### src/rtl/mem_arbiter.sv
// Two-requester memory arbiter: LSU priority with bounded IFU starvation.
// One outstanding transaction, registered request fields and response pulses.
module mem_arbiter #(
  parameter int ADDR_W     = 64,
  parameter int DATA_W     = 64,
  parameter int STARVE_MAX = 4
) (
  input  logic                clk,
  input  logic                rst_n,
  input  logic                ifu_req_valid,
  output logic                ifu_req_ready,
  input  logic [ADDR_W-1:0]   ifu_addr,
  output logic                ifu_resp_valid,
  output logic [DATA_W-1:0]   ifu_rdata,
  input  logic                lsu_req_valid,
  output logic                lsu_req_ready,
  input  logic                lsu_we,
  input  logic [ADDR_W-1:0]   lsu_addr,
  input  logic [DATA_W-1:0]   lsu_wdata,
  input  logic [DATA_W/8-1:0] lsu_wmask,
  output logic                lsu_resp_valid,
  output logic [DATA_W-1:0]   lsu_rdata,
  output logic                mem_req_valid,
  input  logic                mem_req_ready,
  output logic                mem_we,
  output logic [ADDR_W-1:0]   mem_addr,
  output logic [DATA_W-1:0]   mem_wdata,
  output logic [DATA_W/8-1:0] mem_wmask,
  input  logic                mem_resp_valid,
  input  logic [DATA_W-1:0]   mem_rdata
);

  localparam int MW = DATA_W / 8;
  localparam int CW = $clog2(STARVE_MAX + 1);
  localparam logic [CW-1:0] SMAX = CW'(STARVE_MAX);

  typedef enum logic [1:0] {
    S_IDLE,
    S_REQ,
    S_WAIT
  } state_e;

  state_e          state_q, state_d;
  logic [CW-1:0]   starve_q, starve_d;
  logic            own_lsu_q, own_lsu_d;
  logic            we_q, we_d;
  logic [ADDR_W-1:0] addr_q, addr_d;
  logic [DATA_W-1:0] wdata_q, wdata_d;
  logic [MW-1:0]   wmask_q, wmask_d;
  logic            irv_q, irv_d;
  logic            lrv_q, lrv_d;
  logic [DATA_W-1:0] ird_q, ird_d;
  logic [DATA_W-1:0] lrd_q, lrd_d;
  logic            gnt_lsu, gnt_ifu;

  // Readies are gated by rst_n so nothing is accepted while reset is held.
  always_comb begin
    gnt_lsu = 1'b0;
    gnt_ifu = 1'b0;
    if (rst_n && state_q == S_IDLE) begin
      gnt_lsu = lsu_req_valid &&
                ((starve_q < SMAX) || !ifu_req_valid);
      gnt_ifu = ifu_req_valid && !gnt_lsu;
    end
  end

  always_comb begin
    state_d   = state_q;
    starve_d  = starve_q;
    own_lsu_d = own_lsu_q;
    we_d      = we_q;
    addr_d    = addr_q;
    wdata_d   = wdata_q;
    wmask_d   = wmask_q;
    irv_d     = 1'b0;
    lrv_d     = 1'b0;
    ird_d     = ird_q;
    lrd_d     = lrd_q;
    unique case (state_q)
      S_IDLE: begin
        unique case (1'b1)
          gnt_lsu: begin
            state_d   = S_REQ;
            own_lsu_d = 1'b1;
            we_d      = lsu_we;
            addr_d    = lsu_addr;
            wdata_d   = lsu_wdata;
            wmask_d   = lsu_wmask;
            if (ifu_req_valid && starve_q != SMAX)
              starve_d = starve_q + CW'(1);
          end
          gnt_ifu: begin
            state_d   = S_REQ;
            own_lsu_d = 1'b0;
            we_d      = 1'b0;
            addr_d    = ifu_addr;
            wdata_d   = '0;
            wmask_d   = '0;
            starve_d  = '0;
          end
          default: ;
        endcase
      end
      S_REQ: begin
        if (mem_req_ready)
          state_d = S_WAIT;
      end
      S_WAIT: begin
        if (mem_resp_valid) begin
          state_d = S_IDLE;
          if (own_lsu_q) begin
            lrv_d = 1'b1;
            if (!we_q)
              lrd_d = mem_rdata;
          end else begin
            irv_d = 1'b1;
            ird_d = mem_rdata;
          end
        end
      end
      default: state_d = S_IDLE;
    endcase
  end

  always_ff @(posedge clk or negedge rst_n) begin
    if (!rst_n) begin
      state_q   <= S_IDLE;
      starve_q  <= '0;
      own_lsu_q <= 1'b0;
      we_q      <= 1'b0;
      addr_q    <= '0;
      wdata_q   <= '0;
      wmask_q   <= '0;
      irv_q     <= 1'b0;
      lrv_q     <= 1'b0;
      ird_q     <= '0;
      lrd_q     <= '0;
    end else begin
      state_q   <= state_d;
      starve_q  <= starve_d;
      own_lsu_q <= own_lsu_d;
      we_q      <= we_d;
      addr_q    <= addr_d;
      wdata_q   <= wdata_d;
      wmask_q   <= wmask_d;
      irv_q     <= irv_d;
      lrv_q     <= lrv_d;
      ird_q     <= ird_d;
      lrd_q     <= lrd_d;
    end
  end

  assign ifu_req_ready  = gnt_ifu;
  assign lsu_req_ready  = gnt_lsu;
  assign mem_req_valid  = (state_q == S_REQ);
  assign mem_we         = we_q;
  assign mem_addr       = addr_q;
  assign mem_wdata      = wdata_q;
  assign mem_wmask      = wmask_q;
  assign ifu_resp_valid = irv_q;
  assign lsu_resp_valid = lrv_q;
  assign ifu_rdata      = ird_q;
  assign lsu_rdata      = lrd_q;

endmodule
### config.mk
export PLATFORM = sky130hd
export DESIGN_NAME = mem_arbiter
export DESIGN_NICKNAME = d
export VERILOG_FILES = /design/src/rtl/mem_arbiter.sv
export SDC_FILE = /design/constraint.sdc
export NUM_CORES = 1
export LEC_CHECK = 0
export CAP_MARGIN = 15
export CORE_AREA = 2 2 211 213
export CTS_CLUSTER_SIZE = 16
export DETAILED_ROUTE_END_ITERATION = 16
export DIE_AREA = 0 0 213 215
export RECOVER_POWER = 50
export SLEW_MARGIN = 20
export SYNTH_ARGS = -nofsm -noshare
export SYNTH_HDL_FRONTEND = slang
export SYNTH_SLANG_ARGS = --single-unit
### constraint.sdc
create_clock -name clk -period 3.38 [get_ports clk]
set_input_delay 0.676 -clock clk [delete_from_list [all_inputs] [get_ports clk]]
set_output_delay 0.676 -clock clk [all_outputs]
set_load 0.01 [all_outputs]
==> metrics.md, run 1 <==
| Metric | Value |
|---|---|
| Setup Viol. Count Final | `0` |
| Critical Path Fanout Max | `4` |
| Number of global-route vias before repair | `9631` |
| Post-synth EDFFs | `0` |
| Drt initial violations | `between 400 and 500` |
| Layout cells sized above 1 | `under 10%` |
| YS warnings | `0` |
| Via/cell ratio | `between 4 and 5` |
| Post-route setup TNS | `0 ps` |
| Initial core utilization | `25.73%` |
| DRC | `0` |
| Worst slew margin | `-17.66%` |
| Worst reg2reg path depth | `3` |
| Final WL | `38.57 mm` |
| Clock power share | `about 22%` |
| Tmin final | `about 2900 ps` |
| CTS Sinks | `between 200 and 300` |
| Library cells used by synthesis | `31` |
| Syn Std Cell Area | `approximately 0.011 mm^2` |
| Fmax achieved | `0.3489 GHz` |
| Area Overhead vs Synth | `60.30%` |
| Critical Path Start Type | `input port` |
| Initial antenna violation count | `4` |
| Syn nets | `roughly 1.1k` |
| Avg Inst Size Synth | `between 10 and 15 um^2` |
| Fin. Hold Viols | `0` |
| Worst path cell trace | `dlygate4sd3_1 > nand2_1 > and3_2 > clkdlybuf4s50_1` |
| Number of post-CTS setup repair buffers | `0` |
| Worst Tran Pin Value | `approximately 1800 ps` |
| Switch share | `a little under a third` |
| Chip width | `between 200 and 250 um` |
| Commonest non-fill, non-tap cell in the layout | `clkdlybuf4s50_1` |
| Setup ws final | `513.8 ps` |
| Slowest cell delay on critical path | `between 600 and 700 ps` |
| Worst hold slack | `438.2 ps` |
| RSZ-0062 raised after global routing | `no` |
| CTS Buf Count | `31` |
| #FFs+latches synth | `approximately 270` |
| P_int | `10980 uW` |
| Core area | `roughly 0.044 mm^2` |
| Top_reg_cell synth | `dfrtp_1` |
| Reg power frac | `between 30% and 40%` |
| Synth Instances | `roughly 840` |
| Setup Skew | `between 10 and 15 ps` |
| Largest family of logic cells by synthesized area | `compound AO/OA/AOI/OAI gates` |
| Seq/Total Area, Yosys | `60.84%` |
| Worst min path class | `in2async` |
| Failing checks | `capacitance limit, slew limit` |
| Num ports | `approximately 540` |
| TritonCTS clock tree | `yes` |
| # fillers | `approximately 4.2k` |
| GRT overflow | `0` |
| Complex-gate fraction of the synthesized area | `between 10% and 20%` |
| Largest net degree at the start of global routing | `between 100 and 150` |
| Antenna viol nets, final | `0` |
| Synth async-reset ratio | `100.0%` |
| Combinational power share | `a little over two fifths` |
| Die ar. | `between 0.04 and 0.05 mm^2` |
| Critical Path RT | `~2700 ps` |
| Max cap viols | `2` |
| Pre-Repair DR Iteration Count | `5` |
| Crit Path Class | `in2out` |
| Post-synthesis adder-cell area fraction | `less than 1%` |
| Maximum vdd drop | `approximately 560 uV` |
| Wire length per cell | `19.50 um` |
| Simple-gate share of the synthesized area | `4.223%` |
| Layout net count | `between 1.5k and 2k` |
| DIE HEIGHT | `215 um` |
| Clock Latency Late Sink | `around 570 ps` |
| Final instance area | `approximately 0.018 mm^2` |
| Pwr dens | `~890 mW/mm^2` |
| CP max-delay cell | `dlygate4sd3_1` |
| I/O Buffers | `540` |
| Mux cell area share after synthesis | `between 10 and 15%` |
| Root buffer cell | `clkbuf_16` |
| Nature of the critical path endpoint | `primary output` |
| Dpl ws | `roughly 610 ps` |
| Post-Place Cell Area | `0.01718 mm^2` |
| Critical Path AT | `between 2000 and 2500 ps` |
| Tcrit/Tclk final | `between 80% and 90%` |
| Detail Placement HPWL | `about 28 mm` |
| Clk buf depth | `3` |
| H-tree levels | `1` |
| Net Switching | `between 5000 and 6000 uW` |
| Synth Area in XOR/XNOR | `0%` |
| First-pass GRT wire length | `roughly 58 mm` |
| Row count | `77` |
| Run status | `complete, but fails checks` |
| GRT Overall Usage | `~16%` |
| Worst-path clk slew | `roughly 60 ps` |
| Vias | `roughly 9k` |
| RD Place Congestion | `~0.86` |
| Fin. max-slew vios | `101` |
| Leakage | `around 0.0074 uW` |
| Most frequent cells in the layout | `537 x clkdlybuf4s50_1, 273 x dfrtp_1, 107 x mux2_1` |
==> worst max-delay path, delay by kind of cell <==
kind          cells  cell delay, ps
buf+inv           2            1180
simple gates      2             320
==> worst paths after layout <==
kind / from / slack (ps) / end
worst max-delay path: ifu_req_valid / 510 / lsu_req_ready
worst min-delay path: rst_n / 440 / mem_addr[52]
worst max register to register: state_q[0] / 590 / ifu_rdata[1]
worst min register to register: ifu_rdata[36] / 480 / ifu_rdata[36]
max in group asynchronous: rst_n / 880 / ifu_rdata[11]
min in group clk: ifu_rdata[36] / 480 / ifu_rdata[36]
==> through the flow <==
step                power [uW]  cells  util [%]
CTS                      16540   1976     41.89
global route             16910   1977     41.23
detailed placement       12880   1919     39.36
finish                   16000   1978     41.24
global placement         12790   1919     39.36
floorplan                 8546    841         -
==> sequential cells by signal (all words and copies together), names as in the netlist <==
signal          cells
mem_wdata          64
ifu_resp_valid      1
starve_q            3
lsu_rdata          64
state_q             2
mem_we              1
ifu_rdata          64
mem_addr           64
mem_wmask           8
own_lsu_q           1
lsu_resp_valid      1
==> routing by layer <==
| metal | share of wire [%] | global-route usage (%) | vias up |
|---|---|---|---|
| met4 | 2.9 | 5.105 | 4 |
| li1 | - | - | 4154 |
| met1 | 39 | 19.86 | 4512 |
| met5 | 0.070 | 0 | - |
| met3 | 9.8 | 5.319 | 73 |
| met2 | 48 | 27.30 | 415 |
==> power groups by stage <==
stage	combinational, uW	clock (uW)	sequential (uW)
final	6730	3540	5730
after global routing	7200	3780	5930
after CTS	7120	3650	5770
after detailed placement	7110	0	5770
after global placement	7030	0	5760
after floorplan	2150	0	6400
==> repair_timing <==
| item | CTS | global route |
|---|---|---|
| endpoints found under the hold margin | 33 | 0 |
| hold buffers | 1 | 0 |
| resized for setup | 0 | 0 |
==> final cells by class <==
cell class | count | area [um^2] | share of cell area (%)
Timing Repair Buffer | 567 | 5637 | 31.32
Sequential cell | 273 | 6832 | 37.96
Tap cell | 592 | 740.7 | 4.115
Multi-Input combinational cell | 485 | 3687 | 20.49
Inverter | 3 | 11.26 | 0.06257
Clock inverter | 6 | 108.9 | 0.6048
Antenna cell | 2 | 5.005 | 0.02781
Clock buffer | 50 | 977.2 | 5.429
==> Yosys cell counts (2+ instances only) <==
| library cell | number | area (um^2) |
|---|---|---|
| inv_1 | 3 | 11.26 |
| mux2_1 | 53 | 596.8 |
| dfrtp_1 | 273 | 6832 |
| nand2_1 | 4 | 15.01 |
| buf_12 | 7 | 140.1 |
| buf_2 | 39 | 195.2 |
| and4bb_1 | 2 | 25.02 |
| o21ai_1 | 29 | 145.1 |
| nand3_1 | 67 | 335.3 |
| mux2_4 | 60 | 900.9 |
| a21oi_1 | 64 | 320.3 |
| a22o_1 | 74 | 648.1 |
| buf_4 | 12 | 90.09 |
| nor2_1 | 2 | 7.510 |
| o21ai_0 | 38 | 190.2 |
| clkbuf_1 | 19 | 71.32 |
| mux2_2 | 15 | 168.9 |
| a31oi_1 | 64 | 400.4 |
| buf_1 | 3 | 11.26 |
| ha_1 | 2 | 25.02 |
==> kinds of logic after synthesis <==
family | after synthesis
DFF | 273
buffers and inverters | 83
AOI/OAI and AO/OA | 270
muxes | 128
and+or+nand+nor | 85
adders and majority gates | 2
Note: power is estimated with default switching activity, not from simulation.
==> run 2, diff against run 1 <==
==> constraint.sdc (replaced) <==
create_clock -name clk -period 2.8 [get_ports clk]
set_input_delay 0.56 -clock clk [delete_from_list [all_inputs] [get_ports clk]]
set_output_delay 0.56 -clock clk [all_outputs]
set_load 0.01 [all_outputs]
==> run 2 against run 1 <==
Effect of this change:
- the run still ends with capacitance limit, slew limit left
- final area decreased by 0.25%
- final cell count is essentially flat
- critical path type is now reg2out
- register-to-register slack worse by 350 ps
==> metrics.md, run 2 (synthesis results as in run 1) <==
| Metric | Value |
|---|---|
| Run status | `complete, but fails checks` |
| Failing checks | `capacitance limit, slew limit` |
| Number of global-route vias before repair | `9619 (-0.12%)` |
| Chip width | `213 um (unchanged)` |
| Initial antenna violation count | `3 (-1)` |
| Worst min path class | `reg2reg` |
| Critical Path Start Type | `register` |
| Commonest non-fill, non-tap cell in the layout | `clkdlybuf4s50_1` |
| Leakage | `0.007310 uW (-0.62%)` |
| Row count | `77 (unchanged)` |
| Critical R2R Launch | `state_q[1]` |
| Max cap viols | `2 (unchanged)` |
| Setup Skew | `16.36 ps (+5.640 ps)` |
| Delay-heaviest family, CP | `simple AND/OR/NAND/NOR gates` |
| R2R setup slack | `240 ps (-350 ps)` |
| Critical Path RT | `2240 ps (-460 ps)` |
| Critical Path AT | `2160 ps (-30 ps)` |
| First-pass GRT wire length | `59.17 mm (+1.3%)` |
| Post-route setup TNS | `0 ps (unchanged)` |
| # fillers | `4156 (-2.2%)` |
| Worst Tran Pin Value | `2080 ps (+315.1 ps)` |
| RD Place Congestion | `0.8247 (-3.7%)` |
| GRT overflow | `0 (unchanged)` |
| Largest net degree at the start of global routing | `156 (+11%)` |
| Fin. Hold Viols | `0 (unchanged)` |
| Num ports | `541 (unchanged)` |
| Antenna viol nets, final | `0 (unchanged)` |
| Via/cell ratio | `4.647 (+0.38%)` |
| Fin. max-slew vios | `231 (+130%)` |
| Core area | `0.04364 mm^2 (unchanged)` |
| RSZ-0062 raised after global routing | `no` |
| Tmin final | `between 2000 and 3000 ps` |
| I/O Buffers | `540 (unchanged)` |
| CP max-delay cell | `clkdlybuf4s50_1` |
| Layout net count | `1638 (+0.24%)` |
| Initial core utilization | `25.73% (unchanged)` |
| Pre-Repair DR Iteration Count | `5 (unchanged)` |
| Root buffer cell | `clkbuf_16` |
| Pwr dens | `1057 mW/mm^2 (+19%)` |
| Worst Min Path Start | `lsu_rdata[43]` |
| Setup ws final | `84.47 ps (-429.3 ps)` |
| Dpl ws | `246.4 ps (-364.7 ps)` |
| Setup Viol. Count Final | `0 (unchanged)` |
| Worst-path clk slew | `60 ps (about the same)` |
| Layout cells sized above 1 | `8.448% (+1.0 points)` |
| CTS Sinks | `273 (unchanged)` |
| Worst slew margin | `-38.66% (-21 points)` |
| CTS Buf Count | `31 (unchanged)` |
| CP startpoint | `state_q[1]` |
| H-tree levels | `1 (unchanged)` |
| Drt initial violations | `642 (+29%)` |
| Critical Path Fanout Max | `7 (+3)` |
| Clock Latency Late Sink | `570 ps (about the same)` |
| Fmax achieved | `roughly 0.37 GHz` |
| Die ar. | `0.04580 mm^2 (unchanged)` |
| Tcrit/Tclk final | `96.98%` |
| TritonCTS clock tree | `yes` |
| Wire length per cell | `19.68 um (+0.95%)` |
| Detail Placement HPWL | `27.77 mm (+0.86%)` |
| Area Overhead vs Synth | `59.90%` |
| Nature of the critical path endpoint | `primary output` |
| DRC | `0 (unchanged)` |
| Slowest cell delay on critical path | `550 ps (-80 ps)` |
| DIE HEIGHT | `215 um (unchanged)` |
| Clk buf depth | `3 (unchanged)` |
| Crit Path Class | `reg2out` |
| Most frequent cells in the layout | `539 x clkdlybuf4s50_1, 271 x dfrtp_1, 86 x mux2_1` |
| Worst path cell trace | `nor3b_4 > and3_2 > clkdlybuf4s50_1` |
| Final WL | `38.95 mm (+1.0%)` |
| Vias | `9197 (+0.43%)` |
| Worst Path Buf+Inv | `1 (-1)` |
| GRT Overall Usage | `16.49% (+0.15 points)` |
| Maximum vdd drop | `547.1 uV (-2.8%)` |
==> run 2: changes by cell type in the layout (fill, tap and decap cells not counted), moves of 2 or more <==
cell / before / now
dfrtp_1: 273 / 271
dfrtp_2: 0 / 2
clkbuf_8: 13 / 4
clkdlybuf4s50_1: 537 / 539
clkbuf_1: 11 / 19
mux2_4: 6 / 27
mux2_1: 107 / 86
bufinv_16: 3 / 0
==> run 2: per-stage QoR <==
step                      std cells  utilization [%]  cell area, um^2  total power (uW)  hold WS (ps)
after floorplan                 841                -            11230             10320         264.4
after global placement         1923            39.51            17250             15470         467.7
after detailed placement       1923            39.51            17250             15590         474.0
after CTS                      1977            41.65            18180             19460         172.9
after global routing           1978            41.13            17950             20050         489.0
final                          1979            41.14            17950             18980         482.7
==> run 2: worst register-to-register path, stage by stage, from the launching register on <==
cell      delay (ps)
dfrtp_2          480
nor3b_4          260
and3_2           290
clkbuf_2        1120
a22o_1           340
==> run 2: worst paths after layout <==
path,endpoint,cells past startpoint
min,lsu_rdata[43],1
max reg2reg,mem_wmask[0],4
max,lsu_req_ready,3
min in group asynchronous,mem_addr[38],2
min reg2reg,lsu_rdata[43],1
max in group asynchronous,ifu_rdata[47],2
==> run 2: layer usage <==
metal | up-vias | global-route usage [%] | routed length [um]
met5 | - | 0 | 8
met4 | 2 | 5.688 | 1166
met3 | 70 | 4.267 | 3320
met2 | 440 | 27.06 | 18720
met1 | 4518 | 20.94 | 15740
li1 | 4167 | - | -
==> run 2: repair_timing <==
action | 4_1_cts | 5_1_grt
endpoints found under the hold margin | 8 | 0
setup endpoints to repair | 1 | 1
buffers inserted | 0 | 0
resized for setup | 1 | 1
pin swaps | 0 | 0
hold buffers | 1 | 0
==> run 2: area by class of cell <==
type / count / area [um^2] / share of cell area (%)
Clock inverter: 5 / 42.54 / 0.2369
Antenna cell: 2 / 5.005 / 0.02788
Tap cell: 592 / 740.7 / 4.126
Sequential cell: 273 / 6834 / 38.07
Multi-Input combinational cell: 485 / 3765 / 20.97
Timing Repair Buffer: 571 / 5675 / 31.61
Clock buffer: 48 / 879.6 / 4.899
Inverter: 3 / 11.26 / 0.06272
==> run 2: power breakdown <==
part           switching (uW)  internal [uW]
Clock                    1610           2140
Sequential               1130           5840
Combinational            3370           4900
==> run 3, diff against run 2 <==
--- a/config.mk
+++ b/config.mk
@@ -10,7 +10,9 @@
 export CTS_CLUSTER_SIZE = 16
 export DETAILED_ROUTE_END_ITERATION = 16
 export DIE_AREA = 0 0 213 215
+export HOLD_SLACK_MARGIN = 0.08
 export RECOVER_POWER = 50
+export SKIP_LAST_GASP = 1
 export SLEW_MARGIN = 20
 export SYNTH_ARGS = -nofsm -noshare
 export SYNTH_HDL_FRONTEND = slang
==> results of run 3 <==
No change in the layout: final DEF, timing and power equal those of run 2.
